**config.mk**
```make
export PLATFORM = sky130hd
export DESIGN_NAME = jtframe_mouse_acc_flat
export DESIGN_NICKNAME = d
export VERILOG_FILES = /design/src/rtl/jtframe_mouse_pkg.sv /design/src/rtl/jtframe_mouse_acc_if.sv /design/src/rtl/jtframe_mouse_axis.sv /design/src/rtl/jtframe_mouse_acc.sv /design/src/flat_wrapper.sv
export SDC_FILE = /design/constraint.sdc
export NUM_CORES = 1
export LEC_CHECK = 0
export BUFFER_PORTS_ARGS = -buffer_cell sky130_fd_sc_hd__buf_2
export CORE_ASPECT_RATIO = 1.5
export CORE_UTILIZATION = 51
export CTS_BUF_LIST = sky130_fd_sc_hd__clkbuf_4 sky130_fd_sc_hd__clkbuf_8 sky130_fd_sc_hd__clkbuf_16
export DETAILED_ROUTE_END_ITERATION = 8
export PLACE_DENSITY = 0.78
export SLEW_MARGIN = 20
export SYNTH_ARGS = -nofsm -noshare
export SYNTH_HDL_FRONTEND = slang
export SYNTH_HIERARCHICAL = 1
export SYNTH_SLANG_ARGS = --single-unit
```
**constraint.sdc**
```tcl
create_clock -name clk -period 4.6 [get_ports clk]
set_clock_uncertainty 0.05 [all_clocks]
set_input_delay 0.92 -clock clk [delete_from_list [all_inputs] [get_ports clk]]
set_output_delay 0.92 -clock clk [all_outputs]
set_load 0.01 [all_outputs]
```
**src/rtl/jtframe_mouse_pkg.sv**
```systemverilog
// -----------------------------------------------------------------------------
// jtframe_mouse_pkg
// Shared constants and arithmetic helpers for the mouse delta accumulator.
//   BUTW        : number of button flag bits latched per player
//   sat_add     : signed add clamped to a signed range of 'width' bits
//   to_signmag  : two's complement to sign-magnitude of 'width' bits, with
//                 negative full scale clamped to the largest magnitude
// Optional feature macro used by the users of this package:
//   JTFRAME_MOUSE_SIGNMAG_EN
// -----------------------------------------------------------------------------
package jtframe_mouse_pkg;

  localparam int BUTW = 3;

  // Operands are carried at 32 bits, which is wider than any legal
  // ACCW + 1, so the raw sum can never overflow before clamping.
  function automatic logic signed [31:0] sat_add(
    input logic signed [31:0] acc,
    input logic signed [31:0] d,
    input int                 width
  );
    logic signed [31:0] sum;
    logic signed [31:0] hi;
    logic signed [31:0] lo;
    sum = acc + d;
    hi  = (32'sd1 <<< (width - 32'sd1)) - 32'sd1;
    lo  = -(32'sd1 <<< (width - 32'sd1));
    if (sum > hi) begin
      sat_add = hi;
    end else if (sum < lo) begin
      sat_add = lo;
    end else begin
      sat_add = sum;
    end
  endfunction

  // Zero maps to all-zeros because the sign bit is only set for v < 0.
  function automatic logic [31:0] to_signmag(
    input logic signed [31:0] v,
    input int                 width
  );
    logic signed [31:0] mag;
    logic signed [31:0] hi;
    hi = (32'sd1 <<< (width - 32'sd1)) - 32'sd1;
    if (v < 32'sd0) begin
      mag = -v;
    end else begin
      mag = v;
    end
    if (mag > hi) begin
      mag = hi;
    end else begin
      mag = mag;
    end
    if (v < 32'sd0) begin
      to_signmag = mag | (32'sd1 <<< (width - 32'sd1));
    end else begin
      to_signmag = mag;
    end
  endfunction

endpackage

```
**src/rtl/jtframe_mouse_acc_if.sv**
```systemverilog
// -----------------------------------------------------------------------------
// jtframe_mouse_acc_if
// Bundle between the mouse front-end / game core (master) and the
// accumulator (slave).
//   lock       : master->slave, ignore incoming reports while high
//   mouse_dx/dy: master->slave, 9-bit signed report deltas
//   mouse_f    : master->slave, button flags, bits [2:0] used
//   mouse_st   : master->slave, one-cycle report strobe
//   mouse_idx  : master->slave, player index of the report
//   rd         : master->slave, per-player snapshot-and-clear strobe
//   pos_x/pos_y: slave->master, per-player snapshots, player p at [p*ACCW +: ACCW]
//   but        : slave->master, latched buttons, player p at [p*3 +: 3]
//   pend       : slave->master, movement accumulated since last read
// Related macro: JTFRAME_MOUSE_SIGNMAG_EN (changes pos_x/pos_y encoding).
// -----------------------------------------------------------------------------
interface jtframe_mouse_acc_if
  import jtframe_mouse_pkg::*;
#(
  parameter int PLAYERS = 2,
  parameter int ACCW    = 8,
  parameter int IDXW    = 2
);
  logic                    lock;
  logic [8:0]              mouse_dx;
  logic [8:0]              mouse_dy;
  logic [7:0]              mouse_f;
  logic                    mouse_st;
  logic [IDXW-1:0]         mouse_idx;
  logic [PLAYERS-1:0]      rd;
  logic [PLAYERS*ACCW-1:0] pos_x;
  logic [PLAYERS*ACCW-1:0] pos_y;
  logic [PLAYERS*BUTW-1:0] but;
  logic [PLAYERS-1:0]      pend;

  modport master (
    output lock, mouse_dx, mouse_dy, mouse_f, mouse_st, mouse_idx, rd,
    input  pos_x, pos_y, but, pend
  );

  modport slave (
    input  lock, mouse_dx, mouse_dy, mouse_f, mouse_st, mouse_idx, rd,
    output pos_x, pos_y, but, pend
  );
endinterface

```
**src/rtl/jtframe_mouse_axis.sv**
```systemverilog
// -----------------------------------------------------------------------------
// jtframe_mouse_axis
// One saturating signed accumulator for a single axis of a single player,
// with an atomic snapshot-and-clear.
//   clk, rst : clock, asynchronous active-high reset
//   i_add    : accepted report for this player this cycle
//   i_d      : scaled signed delta (already shifted)
//   i_rd     : snapshot current accumulator and clear it
//   o_pos    : registered snapshot (two's complement, or sign-magnitude when
//              JTFRAME_MOUSE_SIGNMAG_EN is defined)
// -----------------------------------------------------------------------------
module jtframe_mouse_axis
  import jtframe_mouse_pkg::*;
#(
  parameter int ACCW = 8
) (
  input  logic             clk,
  input  logic             rst,
  input  logic             i_add,
  input  logic signed [8:0] i_d,
  input  logic             i_rd,
  output logic [ACCW-1:0]  o_pos
);

  logic signed [ACCW-1:0] r_acc;
  logic [ACCW-1:0]        r_pos;
  logic signed [31:0]     w_acc32;
  logic signed [31:0]     w_d32;
  logic signed [31:0]     w_base;
  logic signed [ACCW-1:0] w_acc_nxt;
  logic [ACCW-1:0]        w_snap;

  // Next accumulator value and snapshot encoding
  always_comb begin
    w_acc32 = {{(32-ACCW){r_acc[ACCW-1]}}, r_acc};
    w_d32   = {{23{i_d[8]}}, i_d};
    // A read in the same cycle as a report restarts from zero, so the
    // report lands in the fresh accumulator instead of being lost.
    if (i_rd) begin
      w_base = 32'sd0;
    end else begin
      w_base = w_acc32;
    end
    if (i_add) begin
      w_acc_nxt = ACCW'(sat_add(w_base, w_d32, ACCW));
    end else if (i_rd) begin
      w_acc_nxt = '0;
    end else begin
      w_acc_nxt = r_acc;
    end
`ifdef JTFRAME_MOUSE_SIGNMAG_EN
    w_snap = ACCW'(to_signmag(w_acc32, ACCW));
`else
    w_snap = r_acc;
`endif
  end

  // Accumulator and snapshot registers
  always_ff @(posedge clk or posedge rst) begin
    if (rst) begin
      r_acc <= '0;
      r_pos <= '0;
    end else begin
      r_acc <= w_acc_nxt;
      if (i_rd) begin
        r_pos <= w_snap;
      end
    end
  end

  assign o_pos = r_pos;

endmodule

```
**src/rtl/jtframe_mouse_acc.sv**
```systemverilog
// -----------------------------------------------------------------------------
// jtframe_mouse_acc
// Multi-player mouse delta accumulator. Reports from the mouse front-end are
// scaled by an arithmetic right shift and summed per player into saturating
// accumulators; the core collects each player with a read strobe that
// snapshots and clears atomically.
//   clk, rst : clock, asynchronous active-high reset
//   bus      : jtframe_mouse_acc_if slave (reports, rd in; pos_x/pos_y/but/pend out)
// Parameters: PLAYERS (1..4), ACCW (4..16), SHIFT (0..4), IDXW (2**IDXW >= PLAYERS)
// Optional macro: JTFRAME_MOUSE_SIGNMAG_EN -> pos_x/pos_y in sign-magnitude.
// -----------------------------------------------------------------------------
module jtframe_mouse_acc
  import jtframe_mouse_pkg::*;
#(
  parameter int PLAYERS = 2,
  parameter int ACCW    = 8,
  parameter int SHIFT   = 1,
  parameter int IDXW    = 2
) (
  input  logic             clk,
  input  logic             rst,
  jtframe_mouse_acc_if.slave bus
);

  logic signed [8:0]       w_dx;
  logic signed [8:0]       w_dy;
  logic                    w_move;
  logic [PLAYERS-1:0]      w_hit;
  logic [PLAYERS*BUTW-1:0] r_but;
  logic [PLAYERS-1:0]      r_pend;

  // Scaled deltas and per-player report acceptance
  always_comb begin
    w_dx   = $signed(bus.mouse_dx) >>> SHIFT;
    w_dy   = $signed(bus.mouse_dy) >>> SHIFT;
    w_move = (w_dx != 9'sd0) || (w_dy != 9'sd0);
    // Indices at or above PLAYERS match no channel, so they are dropped.
    for (int p = 0; p < PLAYERS; p++) begin
      w_hit[p] = bus.mouse_st & ~bus.lock & (bus.mouse_idx == IDXW'(p));
    end
  end

  // Button latches and pending-movement flags
  always_ff @(posedge clk or posedge rst) begin
    if (rst) begin
      r_but  <= '0;
      r_pend <= '0;
    end else begin
      for (int p = 0; p < PLAYERS; p++) begin
        if (w_hit[p]) begin
          r_but[p*BUTW +: BUTW] <= bus.mouse_f[BUTW-1:0];
        end
        if (bus.rd[p]) begin
          r_pend[p] <= w_hit[p] & w_move;
        end else if (w_hit[p] & w_move) begin
          r_pend[p] <= 1'b1;
        end
      end
    end
  end

  assign bus.but  = r_but;
  assign bus.pend = r_pend;

  for (genvar gp = 0; gp < PLAYERS; gp++) begin : g_player
    jtframe_mouse_axis #(.ACCW(ACCW)) u_x (
      .clk   (clk),
      .rst   (rst),
      .i_add (w_hit[gp]),
      .i_d   (w_dx),
      .i_rd  (bus.rd[gp]),
      .o_pos (bus.pos_x[gp*ACCW +: ACCW])
    );
    jtframe_mouse_axis #(.ACCW(ACCW)) u_y (
      .clk   (clk),
      .rst   (rst),
      .i_add (w_hit[gp]),
      .i_d   (w_dy),
      .i_rd  (bus.rd[gp]),
      .o_pos (bus.pos_y[gp*ACCW +: ACCW])
    );
  end

endmodule

```
**src/flat_wrapper.sv**
```systemverilog
// flat-port wrapper written by rule: the top's interface ports become plain ports
module jtframe_mouse_acc_flat import jtframe_mouse_pkg::*;
#(
  parameter int PLAYERS = 2,
  parameter int ACCW    = 8,
  parameter int SHIFT   = 1,
  parameter int IDXW    = 2
)
  (clk, rst, bus_lock, bus_mouse_dx, bus_mouse_dy, bus_mouse_f, bus_mouse_st, bus_mouse_idx, bus_rd, bus_pos_x, bus_pos_y, bus_but, bus_pend);
  jtframe_mouse_acc_if #(.PLAYERS(PLAYERS), .ACCW(ACCW), .IDXW(IDXW)) bus_i ();
  input  logic clk;
  input  logic rst;
  input wire logic [$bits(bus_i.lock)-1:0] bus_lock;
  input wire logic [$bits(bus_i.mouse_dx)-1:0] bus_mouse_dx;
  input wire logic [$bits(bus_i.mouse_dy)-1:0] bus_mouse_dy;
  input wire logic [$bits(bus_i.mouse_f)-1:0] bus_mouse_f;
  input wire logic [$bits(bus_i.mouse_st)-1:0] bus_mouse_st;
  input wire logic [$bits(bus_i.mouse_idx)-1:0] bus_mouse_idx;
  input wire logic [$bits(bus_i.rd)-1:0] bus_rd;
  output wire logic [$bits(bus_i.pos_x)-1:0] bus_pos_x;
  output wire logic [$bits(bus_i.pos_y)-1:0] bus_pos_y;
  output wire logic [$bits(bus_i.but)-1:0] bus_but;
  output wire logic [$bits(bus_i.pend)-1:0] bus_pend;
  assign bus_i.lock = bus_lock;
  assign bus_i.mouse_dx = bus_mouse_dx;
  assign bus_i.mouse_dy = bus_mouse_dy;
  assign bus_i.mouse_f = bus_mouse_f;
  assign bus_i.mouse_st = bus_mouse_st;
  assign bus_i.mouse_idx = bus_mouse_idx;
  assign bus_i.rd = bus_rd;
  assign bus_pos_x = bus_i.pos_x;
  assign bus_pos_y = bus_i.pos_y;
  assign bus_but = bus_i.but;
  assign bus_pend = bus_i.pend;
  jtframe_mouse_acc #(.PLAYERS(PLAYERS), .ACCW(ACCW), .SHIFT(SHIFT), .IDXW(IDXW)) u_core (.clk(clk), .rst(rst), .bus(bus_i));
endmodule
```
Yosys cells after proc, flatten, opt, wreduce, memory -nomap -nowiden

Index checks and enable logic that the tools add are counted.

Register bits after elaboration: 72
Bits of input ports: 34
Output and inout bits: 40
Logic and storage cells: 61

$add $sub $neg: 4
Magnitude comparators: 8
Equality and inequality tests: 1
Mux-type cells: 22
Bitwise logic cells: 6
Reduce and logical (&&, ||, !) cells: 8

Operators with widths:

| kind                                                                           | count |
|---|---|
| 32-bit by 8-bit adder with 32-bit output                                       | 4 |
| 32-bit by 8-bit > comparator with 1-bit output (second input constant)         | 4 |
| 32-bit by 8-bit less-than comparator with 1-bit output (second input constant) | 4 |
| 32-bit 2-to-1 mux                                                              | 4 |
| 8-bit 2-to-1 mux                                                               | 14 |
| 9-bit nonzero test                                                             | 2 |
| 2-bit nonzero test                                                             | 4 |
| 1-bit AND                                                                      | 5 |
| 1-bit 2-to-1 mux                                                               | 4 |
| 2-bit by 1-bit equality test with 1-bit output (second input constant)         | 1 |
| 2-bit zero test                                                                | 1 |
| 1-bit logical OR                                                               | 1 |
| 1-bit NOT                                                                      | 1 |

Logic depth before layout (Yosys ltp)

Gate-level depths: netlist of run 1.

Word-level depth: 6
Mapped depth: 16
Mapped depth without buffers: 15

Modules after synthesis

The synthesis of run 1 kept the hierarchy.

Modules (own cells, without submodules):

| module                                           | times used | cells each | area an instance (um^2) | seq. area each (um^2) |
|---|---|---|---|---|
| jtframe_mouse_axis at u_core.g_player[0].u_x ... | 3          | 185        | 1661.6                  | 400.4 |
| jtframe_mouse_axis at u_core.g_player[1].u_y     | 1          | 157        | 1450.1                  | 400.4 |
| jtframe_mouse_acc                                | 1          | 29         | 371.6                   | 200.2 |

Worst setup path before layout of run 1

Ideal clock, no wire load.

Kind: in2reg
Start point: in bus_rd[1]
End point: reg u_core.g_player[1].u_y.r_acc[1]
Setup time: 0.148 ns
Arrival time: 4.213 ns
Required time: 4.402 ns
Slack: 0.189 ns
Cell stages on the path: 15
Buffers on the path: 0
Path through: and2b_2 -> ha_1 -> fa_1 -> a21o_1 -> a221oi_1 -> o21bai_1 -> o21ai_0 -> o21ai_0 -> ha_1 -> nor4_1 -> nand2_1 -> nor4_1 -> o2111ai_1 -> a211oi_2 -> o32ai_1

Longest elaborated chain between the ends: 6
Elaborated cells between the ends (all ways): 8
Those cells by class: add/sub (1); order compare (2); mux (4); reduce/logical (1)

Ends and longest elaborated chain:

| what                                                   | RTL line                 | RTL |
|---|---|---|
| start, declared                                        | flat_wrapper.sv:19       | `input wire logic [$bits(bus_i.rd)-1:0] bus_rd;` |
| 32-bit 2-to-1 mux                                      | jtframe_mouse_axis.sv:39 | `if (i_rd) begin` |
| 32-bit by 8-bit adder with 32-bit output               | jtframe_mouse_pkg.sv:25  | `sum = acc + d;` |
| 32-bit by 8-bit less-than comparator with 1-bit output | jtframe_mouse_pkg.sv:30  | `end else if (sum < lo) begin` |
| 8-bit 2-to-1 mux                                       | jtframe_mouse_pkg.sv:30  |  |
| 8-bit 2-to-1 mux                                       | jtframe_mouse_pkg.sv:28  | `if (sum > hi) begin` |
| 8-bit 2-to-1 mux                                       | jtframe_mouse_axis.sv:44 | `if (i_add) begin` |
| end signal, assigned                                   | jtframe_mouse_axis.sv:64 | `r_acc <= w_acc_nxt;` |
| end, declared                                          | jtframe_mouse_axis.sv:25 | `logic signed [ACCW-1:0] r_acc;` |

Parallel ways exist; a longest one is shown, timed or not.
A chain may end at the register's enable or synchronous reset.

Worst setup path after layout of run 1

Start point: in bus_rd[0]
End point: reg u_core.g_player[0].u_y.r_acc[4]

Longest elaborated chain between the ends: 6
Elaborated cells between the ends (all ways): 8
Those cells by class: add/sub (1); order compare (2); mux (4); reduce/logical (1)

Ends and longest elaborated chain:

| what                                                   | RTL line |
|---|---|
| 32-bit 2-to-1 mux                                      | jtframe_mouse_axis.sv:39 |
| 32-bit by 8-bit adder with 32-bit output               | jtframe_mouse_pkg.sv:25 |
| 32-bit by 8-bit less-than comparator with 1-bit output | jtframe_mouse_pkg.sv:30 |
| 8-bit 2-to-1 mux                                       | jtframe_mouse_pkg.sv:30 |
| 8-bit 2-to-1 mux                                       | jtframe_mouse_pkg.sv:28 |
| 8-bit 2-to-1 mux                                       | jtframe_mouse_axis.sv:44 |
| end signal, assigned                                   | jtframe_mouse_axis.sv:64 |
| end, declared                                          | jtframe_mouse_axis.sv:25 |

Parallel ways exist; a longest one is shown, timed or not.

==> results of run 1 <==
[worst max-delay path: cells and delay by family]
family	cells	cell delay, ns
adders and majority gates	3	0.86
AOI/OAI and AO/OA	8	1.57
and+or+nand+nor	4	0.85
buffers and inverters	2	0.36
[through the flow]
step / util, % / setup TNS, ns / total power (uW)
global route: 62.68 / 0 / 2052
global placement: 59.55 / -1.708 / 1177
floorplan: - / 0 / 1027
finish: 62.68 / 0 / 1959
detailed placement: 59.55 / -4.008 / 1190
CTS: 62.09 / 0 / 1963
[area by class of cell]
type | count | area [sq um]
sequential | 72 | 1802
antenna | 1 | 2.502
multi-input combinational | 608 | 4748
inverter | 27 | 101.3
fill | 1133 | 4858
tap | 159 | 198.9
timing repair buffer | 152 | 975.9
clock inverter | 6 | 91.34
clock buffer | 10 | 239.0
[repair_timing]
item                       in CTS  in global routing
hold buffers                    0                  0
resized for setup               0                 22
setup endpoints to repair       0                 27
buffers inserted                0                  0
[power groups by stage]
stage / clock, uW / sequential [uW] / combinational, uW
final: 770 / 702 / 487
after global routing: 808 / 707 / 537
after CTS: 781 / 702 / 479
after detailed placement: 0 / 714 / 477
after global placement: 0 / 711 / 465
after floorplan: 0 / 721 / 306
[cells by family (layout without fill, tap and decap cells)]
group | Yosys count | count (layout) | share of synthesized area, %
AOI/OAI and AO/OA | 249 | 249 | 25.79
xor gates and xnor gates | 25 | 25 | 4.154
adders and majority gates | 72 | 72 | 13.38
buffers and inverters | 61 | 195 | 5.074
DFF | 72 | 72 | 26.47
muxes | 39 | 39 | 6.452
other | 0 | 1 | 0
and+or+nand+nor | 223 | 223 | 18.68
[worst paths after layout]
check                      slack [ns]  cells past startpoint                                        start                                          end
max                              0.24                     17                                    bus_rd[0]  u_core/g_player[0].u_y/r_acc[4]$_DFFE_PP0P_
min                              0.43                      1                u_core/bus.but[5]$_DFFE_PP0P_                u_core/bus.but[5]$_DFFE_PP0P_
max reg2reg                      0.58                     16  u_core/g_player[0].u_y/r_acc[0]$_DFFE_PP0P_  u_core/g_player[0].u_y/r_acc[4]$_DFFE_PP0P_
min reg2reg                      0.43                      1                u_core/bus.but[5]$_DFFE_PP0P_                u_core/bus.but[5]$_DFFE_PP0P_
max in group asynchronous        3.42                      2                                          rst  u_core/g_player[1].u_x/r_acc[4]$_DFFE_PP0P_
min in group asynchronous        0.60                      2                                          rst                u_core/bus.but[2]$_DFFE_PP0P_
[cell usage after synthesis, types with 23 or more instances]
library cell	count	share of area, %
nand4_1	23	2.1
nor3_1	25	1.8
inv_1	27	1.5
a211oi_1	27	3.0
o21ai_0	53	3.9
nor2b_1	26	2.4
ha_1	60	11
dfrtp_1	72	26
nor2_1	45	2.5
a21oi_1	56	4.1
mux2_2	36	6.0
nand2_1	27	1.5
[metal layers]
metal / global-route usage (%) / up-vias / wire length (microns)
met3: 4.074 / 53 / 591
met5: 0 / - / 0
met2: 47.22 / 141 / 9197
met4: 15.25 / 0 / 843
li1: - / 3121 / -
met1: 28.08 / 3052 / 6727
[flip-flops by register name, indices dropped and copies added, names as in the netlist]
register,flops
u_core/g_player.u_y/r_acc,16
u_core/g_player.u_x/r_acc,16
u_core/g_player.u_x/o_pos,16
u_core/g_player.u_y/o_pos,16
u_core/bus.but,6
u_core/bus.pend,2
==> run_results.csv, run 1 <==
group,metric,value,unit
grt,pin_count_of_the_biggest_net_entering_global_routing,32,
sta,post-route-period-util,94.88,%
clocking,buffer_levels_on_the_longest_clock_path,2,
pwr,p_switching,573.1,uW
placed_design,globalplace.congestion,0.8837,
finish,layout-drive-gt1-share,31.54,%
synth,synth_async_sr_flop_share,100.0,%
clocking,cts-buffers-inserted,9,
finish,final_cells,1035,
sta,grt_setup_unrepaired,"no",
synth,synth_enable_flop_cells,0,
clocking,tritoncts,"done",
sta,finalWorstPathRequiredPeriod,4.365,ns
synth,synth_cell_types,69,
grt,grt_pass1_vias,6216,
clocking,clk_root_buffer_cell,"clkbuf_16",
status,outcome,"finished clean",
setup_path,path_cells,"buf_2, nor2b_1, ha_1, fa_1, a211o_1, a211oi_2, o21bai_2, a21oi_1, o21ai_0, ha_1, or3_1, a21oi_1, o32ai_2, nor4_2, buf_4, nand4_1, a22oi_2",
synth,synth_area,6807,sq um
routing,detail_route.vias_per_cell,6.152,
synth,syn-instance-count,741,
placed_design,dpl_worst_slack,-0.2909,ns
setup_path,critPathSlowestCell,"fa_1",
sta,layout_setup_ws,0.2354,ns
finish,nets,968,
sta,tightestPinTransition,0.7991,ns
sta,timing.final.setup_violations,0,
sta,finalHoldViolations,0,
pwr,power_frac_clock,39.3,%
grt,track_usage,26.14,%
finish,final_common_cell,"buf_4",
setup_path,worst_ep_arrival_time,4.56,ns
setup_path,timing.critical_path.fanout_max,6,
clocking,ctsHtreeMaxLevel,3,
placed_design,placed_instance_area,7752,sq um
routing,detail_route.wirelength,17360,microns
setup_path,worst_path_largest_cell_delay,0.43,ns
synth,synth_warnings,6,
floorplanning,die-width,96.33,microns
routing,remaining_drc_errors,0,
min_path,hold_class,"flop to flop",
routing,route.vias.total,6367,
routing,drt-wirelength-per-cell,16.77,microns
grt,grt_pass1_wl,28350,microns
clocking,clkSlewWorstSetupHoldPaths,0.06,ns
placed_design,io_buffer_count,66,
routing,dr.first_iter.drc_count,260,
sta,count_of_final_max_slew_check_failures,0,
synth,postSynthRegisterBits,72,
synth,syn_avg_cell_area,9.186,sq um
setup_path,cp-end-kind,"flop",
synth,synthesis.nets,839,
placed_design,hpwl,13630,microns
clocking,clock_insertion_delay_worst_skew,0.33,ns
setup_path,critPathRequiredTime,4.80,ns
setup_path,timing.setup.critical_path_class,"primary input to flop",
finish,layout_common_cells,"buf_4 (86), dfrtp_1 (72), buf_2 (66), ha_1 (60), a21oi_1 (54)",
floorplanning,number_of_top_level_pins,74,
finish,area.growth.synth_to_final,19.87,%
sta,upper_clock_frequency_limit,229.1,MHz
sta,max-slew-margin-rel,46.34,%
routing,firstDrtPassIters,4,
placed_design,dpl.cell_count,1018,
setup_path,timing.critical_path.from_type,"primary input",
pwr,net_switching_share_of_the_total_power,29.26,%
floorplanning,rows,51,
floorplanning,design.core.area,13020,sq um
floorplanning,fp.dieArea,13820,sq um
clocking,clock_sinks,72,
pwr,power.leakage,0.003844,uW
floorplanning,floorplan.initialDensity,52.29,%
finish,final_cell_area,8159,sq um
pwr,power_frac_comb,24.8,%
sta,worst_hold_slack,0.4342,ns
routing,antenna_violating_nets_post_route,0,
pwr,max-vdd-ir-drop,171.5,uV
grt,globalRoute.totalOverflow,0,
synth,seq_area_frac_synth,26.47,%
run,max-cap-violations,0,
pwr,fraction_of_power_consumed_by_sequential_logic,35.8,%
grt,grt_antenna_before_repair,1,
pwr,internal_power,1386,uW
pwr,pwr_density_cell,240.1,nW/um^2
floorplanning,die_h,143.5,microns
synth,synth_flop_cell,"dfrtp_1",
No activity file was read; power rests on OpenSTA's default activity.
==> run 2: changes to the inputs <==
- REMOVE_ABC_BUFFERS: unset -> 1
==> run 2 against run 1 <==
- flip-flop and latch count is the same
- maximum frequency grew 0.46%
- combinational power fell by 4.1%
- sequential share of layout area rose by 0.74 points
- power decreased by 4.4%
- critical path type unchanged
- largest power group unchanged
==> run_results.csv, run 2 (same netlist as run 1, synthesis figures left out) <==
group,metric,value,unit
grt,grt_pass1_vias,6114,
pwr,total_power,1872,uW
sta,max-slew-margin-rel,46.76,%
grt,globalRoute.totalOverflow,0,
sta,finalWorstPathRequiredPeriod,4.345,ns
routing,detail_route.vias_per_cell,6.274,
sta,finalHoldViolations,0,
floorplanning,floorplan.initialDensity,52.29,%
min_path,hold_class,"flop to flop",
setup_path,worst_ep_arrival_time,4.55,ns
setup_path,path_cells,"buf_2, nor2b_1, ha_1, fa_1, a211o_1, a211oi_2, o21bai_2, o21ai_0, o21ai_0, ha_1, or3_1, a21oi_1, o32ai_1, nor4_2, buf_4, nand4_1, a22oi_2",
setup_path,critical_path.reg2reg.endpoint,"u_core/g_player[0].u_x/r_acc[6]$_DFFE_PP0P_",
setup_path,r2r_setup_slack,0.61,ns
sta,grt_setup_unrepaired,"no",
setup_path,worst_path_largest_cell_delay,0.40,ns
routing,dr.first_iter.drc_count,253,
placed_design,io_buffer_count,66,
clocking,buffer_levels_on_the_longest_clock_path,2,
floorplanning,fp.dieArea,13820,sq um
clocking,ctsHtreeMaxLevel,3,
pwr,max-vdd-ir-drop,138.4,uV
setup_path,timing.critical_path.fanout_max,8,
clocking,clock_sinks,72,
sta,layout_setup_ws,0.2553,ns
floorplanning,die_h,143.5,microns
placed_design,globalplace.congestion,0.9425,
placed_design,dpl.cell_count,992,
setup_path,cpLargestDelayFamily,"compound AO/OA/AOI/OAI gates",
status,outcome,"finished clean",
routing,drt-wirelength-per-cell,17.08,microns
finish,layout_common_cells,"dfrtp_1 (72), buf_2 (66), ha_1 (60), buf_4 (60), a21oi_1 (54)",
setup_path,critPathRequiredTime,4.80,ns
setup_path,timing.rr.start,"u_core/g_player[0].u_x/r_acc[0]$_DFFE_PP0P_",
clocking,clock_insertion_delay_worst_skew,0.34,ns
sta,upper_clock_frequency_limit,230.2,MHz
setup_path,timing.setup.critical_path_class,"primary input to flop",
routing,firstDrtPassIters,7,
min_path,worst_hold_startpoint,"u_core/bus.but[5]$_DFFE_PP0P_",
routing,antenna_violating_nets_post_route,0,
sta,tightestPinTransition,0.7971,ns
placed_design,placed_instance_area,7557,sq um
pwr,power.leakage,0.003705,uW
grt,track_usage,26.01,%
floorplanning,design.core.area,13020,sq um
finish,area.growth.synth_to_final,15.97,%
sta,count_of_final_max_slew_check_failures,0,
setup_path,timing.critical_path.from_type,"primary input",
clocking,tritoncts,"done",
placed_design,dpl_worst_slack,-0.2942,ns
routing,detail_route.wirelength,17220,microns
setup_path,cp-end-kind,"flop",
clocking,cts-buffers-inserted,9,
floorplanning,rows,51,
sta,post-route-period-util,94.45,%
finish,final_cells,1008,
routing,remaining_drc_errors,0,
finish,layout.filler_cells,1179,
grt,grt_antenna_before_repair,1,
finish,nets,942,
setup_path,reg2reg_depth,16,
pwr,pwr_density_cell,237.2,nW/um^2
floorplanning,die-width,96.33,microns
finish,final_cell_area,7894,sq um
run,max-cap-violations,0,
floorplanning,number_of_top_level_pins,74,
sta,timing.final.setup_violations,0,
finish,diodes,0,
grt,pin_count_of_the_biggest_net_entering_global_routing,25,
clocking,clk_root_buffer_cell,"clkbuf_16",
clocking,clkSlewWorstSetupHoldPaths,0.05,ns
setup_path,critPathSlowestCell,"fa_1",
min_path,hold_path_sink,"u_core/bus.but[5]$_DFFE_PP0P_",
grt,grt_pass1_wl,28150,microns
finish,final_common_cell,"dfrtp_1",
min_path,min_path_cells,1,
finish,layout-drive-gt1-share,28.50,%
routing,route.vias.total,6324,
setup_path,crit_buf_inv,2,
placed_design,hpwl,13260,microns
==> run 2: changes by cell type in the layout (fill, tap and decap cells not counted), sizes merged <==
cell,before,now
clkbuf,10,12
diode,1,0
inv,28,27
bufinv,2,1
buf,152,126
==> run 2: power by group <==
part,internal [uW],switching (uW)
Sequential,677,24.4
Clock,435,269
Combinational,200,267
Total,1310,560
==> run 2: how the worst max path moves through the flow <==
stage | startpoint | endpoint | cells past startpoint | slack (ns)
after floorplan | bus_rd[1] | u_core/g_player[1].u_y/r_acc[1]$_DFFE_PP0P_ | 15 | 0.19
after global routing | bus_rd[0] | u_core/g_player[0].u_x/r_acc[2]$_DFFE_PP0P_ | 17 | 0.0002
final | bus_rd[0] | u_core/g_player[0].u_x/r_acc[6]$_DFFE_PP0P_ | 17 | 0.26
after detailed placement | bus_rd[1] | u_core/g_player[1].u_y/r_acc[2]$_DFFE_PP0P_ | 17 | -0.29
after CTS | bus_rd[1] | u_core/g_player[1].u_y/r_acc[1]$_DFFE_PP0P_ | 17 | 0.03
after global placement | bus_rd[1] | u_core/g_player[1].u_y/r_acc[2]$_DFFE_PP0P_ | 17 | -0.18
==> run 2: timing repair <==
action                                  CTS  global route
gates resized for setup                   0            14
endpoints found under the setup margin    0            22
hold endpoints to repair                  0             0
setup buffers                             0             0
hold buffers                              0             0
==> run 2: area by class of cell <==
type,instances,area [sq um],area share [%]
Multi-Input combinational cell,608,4718,59.77
Tap cell,159,198.9,2.520
Inverter,27,101.3,1.284
Clock inverter,4,45.04,0.5706
Sequential cell,72,1802,22.82
Clock buffer,12,247.7,3.138
Timing Repair Buffer,126,780.7,9.891
==> run 2: per-layer routing <==
layer / vias to the layer above / global-route usage [%] / wire (microns) / part of all wire (%)
met5: - / 0 / 0 / 0
met4: 0 / 13.16 / 740 / 4.3
met3: 58 / 4.127 / 835 / 4.9
met2: 172 / 46.29 / 8940 / 52
met1: 3029 / 29.38 / 6699 / 39
li1: 3065 / - / - / -
==> run 2: metrics by stage <==
| stage | hold slack, ns | util (%) | setup TNS, ns |
|---|---|---|---|
| floorplan | 0.4210 | - | 0 |
| global placement | 0.4122 | 58.05 | -1.419 |
| detailed placement | 0.4199 | 58.05 | -3.067 |
| CTS | 0.4319 | 60.30 | 0 |
| global route | 0.4535 | 60.64 | 0 |
| finish | 0.4373 | 60.64 | 0 |
==> run 3: changes to the inputs <==
- BUFFER_PORTS_ARGS: -buffer_cell sky130_fd_sc_hd__buf_2 -> unset
- DONT_BUFFER_PORTS: unset -> 1
- PLACE_DENSITY: 0.78 -> 0.73
==> run 3 against run 2 <==
- final cell count is 12% lower
- power shrank 5.1%
- sequential power grew 3.3%
- critical path depth shrank 2
==> run_results.csv, run 3 (same netlist as run 1, synthesis figures left out) <==
group,metric,value,unit
floorplanning,fp.dieArea,13820,sq um
setup_path,timing.rr.start,"u_core/g_player[0].u_x/r_acc[0]$_DFFE_PP0P_",
sta,finalHoldViolations,0,
clocking,cts-buffers-inserted,9,
floorplanning,number_of_top_level_pins,74,
placed_design,placed_instance_area,6852,sq um
sta,finalWorstPathRequiredPeriod,4.405,ns
setup_path,critPathRequiredTime,4.81,ns
routing,drt-wirelength-per-cell,19.18,microns
setup_path,cp-end-kind,"flop",
placed_design,dpl_worst_slack,-0.1384,ns
routing,dr.first_iter.drc_count,295,
grt,grt_pass1_wl,27080,microns
sta,max-slew-margin-rel,41.02,%
placed_design,hpwl,12940,microns
clocking,clkSlewWorstSetupHoldPaths,0.06,ns
pwr,pwr_density_cell,248.2,nW/um^2
routing,firstDrtPassIters,6,
setup_path,cpLargestDelayFamily,"compound AO/OA/AOI/OAI gates",
grt,globalRoute.totalOverflow,0,
sta,upper_clock_frequency_limit,227.0,MHz
sta,layout_setup_ws,0.1946,ns
clocking,clock_insertion_delay_worst_skew,0.34,ns
run,max-cap-violations,0,
clocking,ctsHtreeMaxLevel,3,
setup_path,path_cells,"nor2b_1, ha_1, fa_1, a211o_1, a211oi_2, o21bai_2, o21ai_0, o21ai_0, ha_1, or3_1, a21oi_1, o32ai_1, nor4_2, nand4_1, a22oi_2",
setup_path,timing.critical_path.from_type,"primary input",
floorplanning,rows,51,
setup_path,r2r_setup_slack,0.31,ns
grt,grt_pass1_vias,5788,
setup_path,timing.critical_path.fanout_max,37,
sta,tightestPinTransition,0.8831,ns
finish,area.growth.synth_to_final,5.147,%
clocking,clock_sinks,72,
routing,remaining_drc_errors,0,
sta,count_of_final_max_slew_check_failures,0,
placed_design,globalplace.congestion,0.9223,
setup_path,crit_start,"bus_rd[0]",
finish,layout_common_cells,"dfrtp_1 (72), ha_1 (60), a21oi_1 (56), o21ai_0 (51), nor2_1 (45)",
setup_path,worst_ep_arrival_time,4.61,ns
placed_design,io_buffer_count,0,
min_path,hold_class,"primary input to async pin",
setup_path,crit_buf_inv,0,
routing,antenna_violating_nets_post_route,0,
sta,post-route-period-util,95.77,%
setup_path,critPathSlowestCell,"nor4_2",
status,outcome,"finished clean",
routing,detail_route.vias_per_cell,6.700,
clocking,clk_root_buffer_cell,"clkbuf_16",
routing,route.vias.total,5976,
setup_path,timing.setup.critical_path_class,"primary input to flop",
finish,final_common_cell,"dfrtp_1",
clocking,buffer_levels_on_the_longest_clock_path,2,
finish,diodes,0,
clocking,cts_post_setup_buffers_inserted,0,
finish,nets,826,
grt,track_usage,25.25,%
finish,final_cell_area,7157,sq um
floorplanning,die_h,143.5,microns
floorplanning,die-width,96.33,microns
grt,pin_count_of_the_biggest_net_entering_global_routing,42,
pwr,power.leakage,0.003123,uW
clocking,tritoncts,"done",
grt,grt_antenna_before_repair,0,
routing,detail_route.wirelength,17110,microns
sta,grt_setup_unrepaired,"no",
floorplanning,floorplan.initialDensity,52.29,%
finish,layout-drive-gt1-share,16.51,%
sta,timing.final.setup_violations,0,
pwr,max-vdd-ir-drop,132.9,uV
sta,fin_setup_tns,0,ns
setup_path,worst_path_largest_cell_delay,0.52,ns
floorplanning,design.core.area,13020,sq um
[run 3: cell types whose count changed in the layout (fill, tap and decap cells not counted), sizes merged]
cell      change
buf         -116
clkinvlp      +2
clkbuf        -2
[run 3: layer usage]
metal | wire (microns) | GRT usage (%)
met5 | 0 | 0
met1 | 6628 | 28.13
met2 | 8707 | 44.05
met3 | 993 | 5.450
met4 | 781 | 13.47
[run 3: final timing paths]
path / cells past startpoint / to
setup / recovery: 15 / u_core/g_player[0].u_x/r_acc[4]$_DFFE_PP0P_
hold / removal: 1 / u_core/bus.but[1]$_DFFE_PP0P_
setup reg to reg: 15 / u_core/g_player[0].u_x/r_acc[4]$_DFFE_PP0P_
hold reg to reg: 1 / u_core/g_player[0].u_x/o_pos[1]$_DFFE_PP0P_
max in group asynchronous: 1 / u_core/g_player[0].u_x/o_pos[7]$_DFFE_PP0P_
min in group clk: 1 / u_core/g_player[0].u_x/o_pos[1]$_DFFE_PP0P_
[run 3: power breakdown]
group | switching (uW) | internal [uW] | leakage (uW)
Sequential | 47.6 | 677 | 0.000975
Clock | 279 | 423 | 0.000142
Combinational | 200 | 150 | 0.00201
Total | 526 | 1250 | 0.00312
[run 3: worst register-to-register path: stages (launching register included)]
cell	delay [ns]
dfrtp_1	0.38
nor2b_1	0.15
ha_1	0.22
fa_1	0.39
a211o_1	0.31
a211oi_2	0.25
o21bai_2	0.13
o21ai_0	0.26
o21ai_0	0.19
ha_1	0.26
or3_1	0.40
a21oi_1	0.16
o32ai_1	0.16
nor4_2	0.52
nand4_1	0.19
a22oi_2	0.20
[run 3: stage by stage]
step           hold slack (ns)  total power, uW  utilization (%)  instances
2_1_floorplan           0.4210            999.1                -        707
3_3_place_gp            0.4326             1062            52.63        876
3_5_place_dp            0.4434             1080            52.63        876
4_1_cts                 0.3785             1781            54.88        892
5_1_grt                 0.3942             1858            54.98        892
6_report                0.3743             1776            54.98        892
[run 3: timing repair]
action,CTS,global route
hold buffers,0,0
resized for setup,0,4
setup endpoints to repair,0,10
endpoints found under the hold margin,0,0
[run 3: area by class of cell]
type / instances / area (sq um)
multi-input cells: 608 / 4687
clock inverters: 6 / 60.06
fillers: 1165 / 5861
clock buffers: 10 / 232.7
well taps: 159 / 198.9
flip-flops and latches: 72 / 1802
inverters: 27 / 101.3
repair buffers: 10 / 75.07
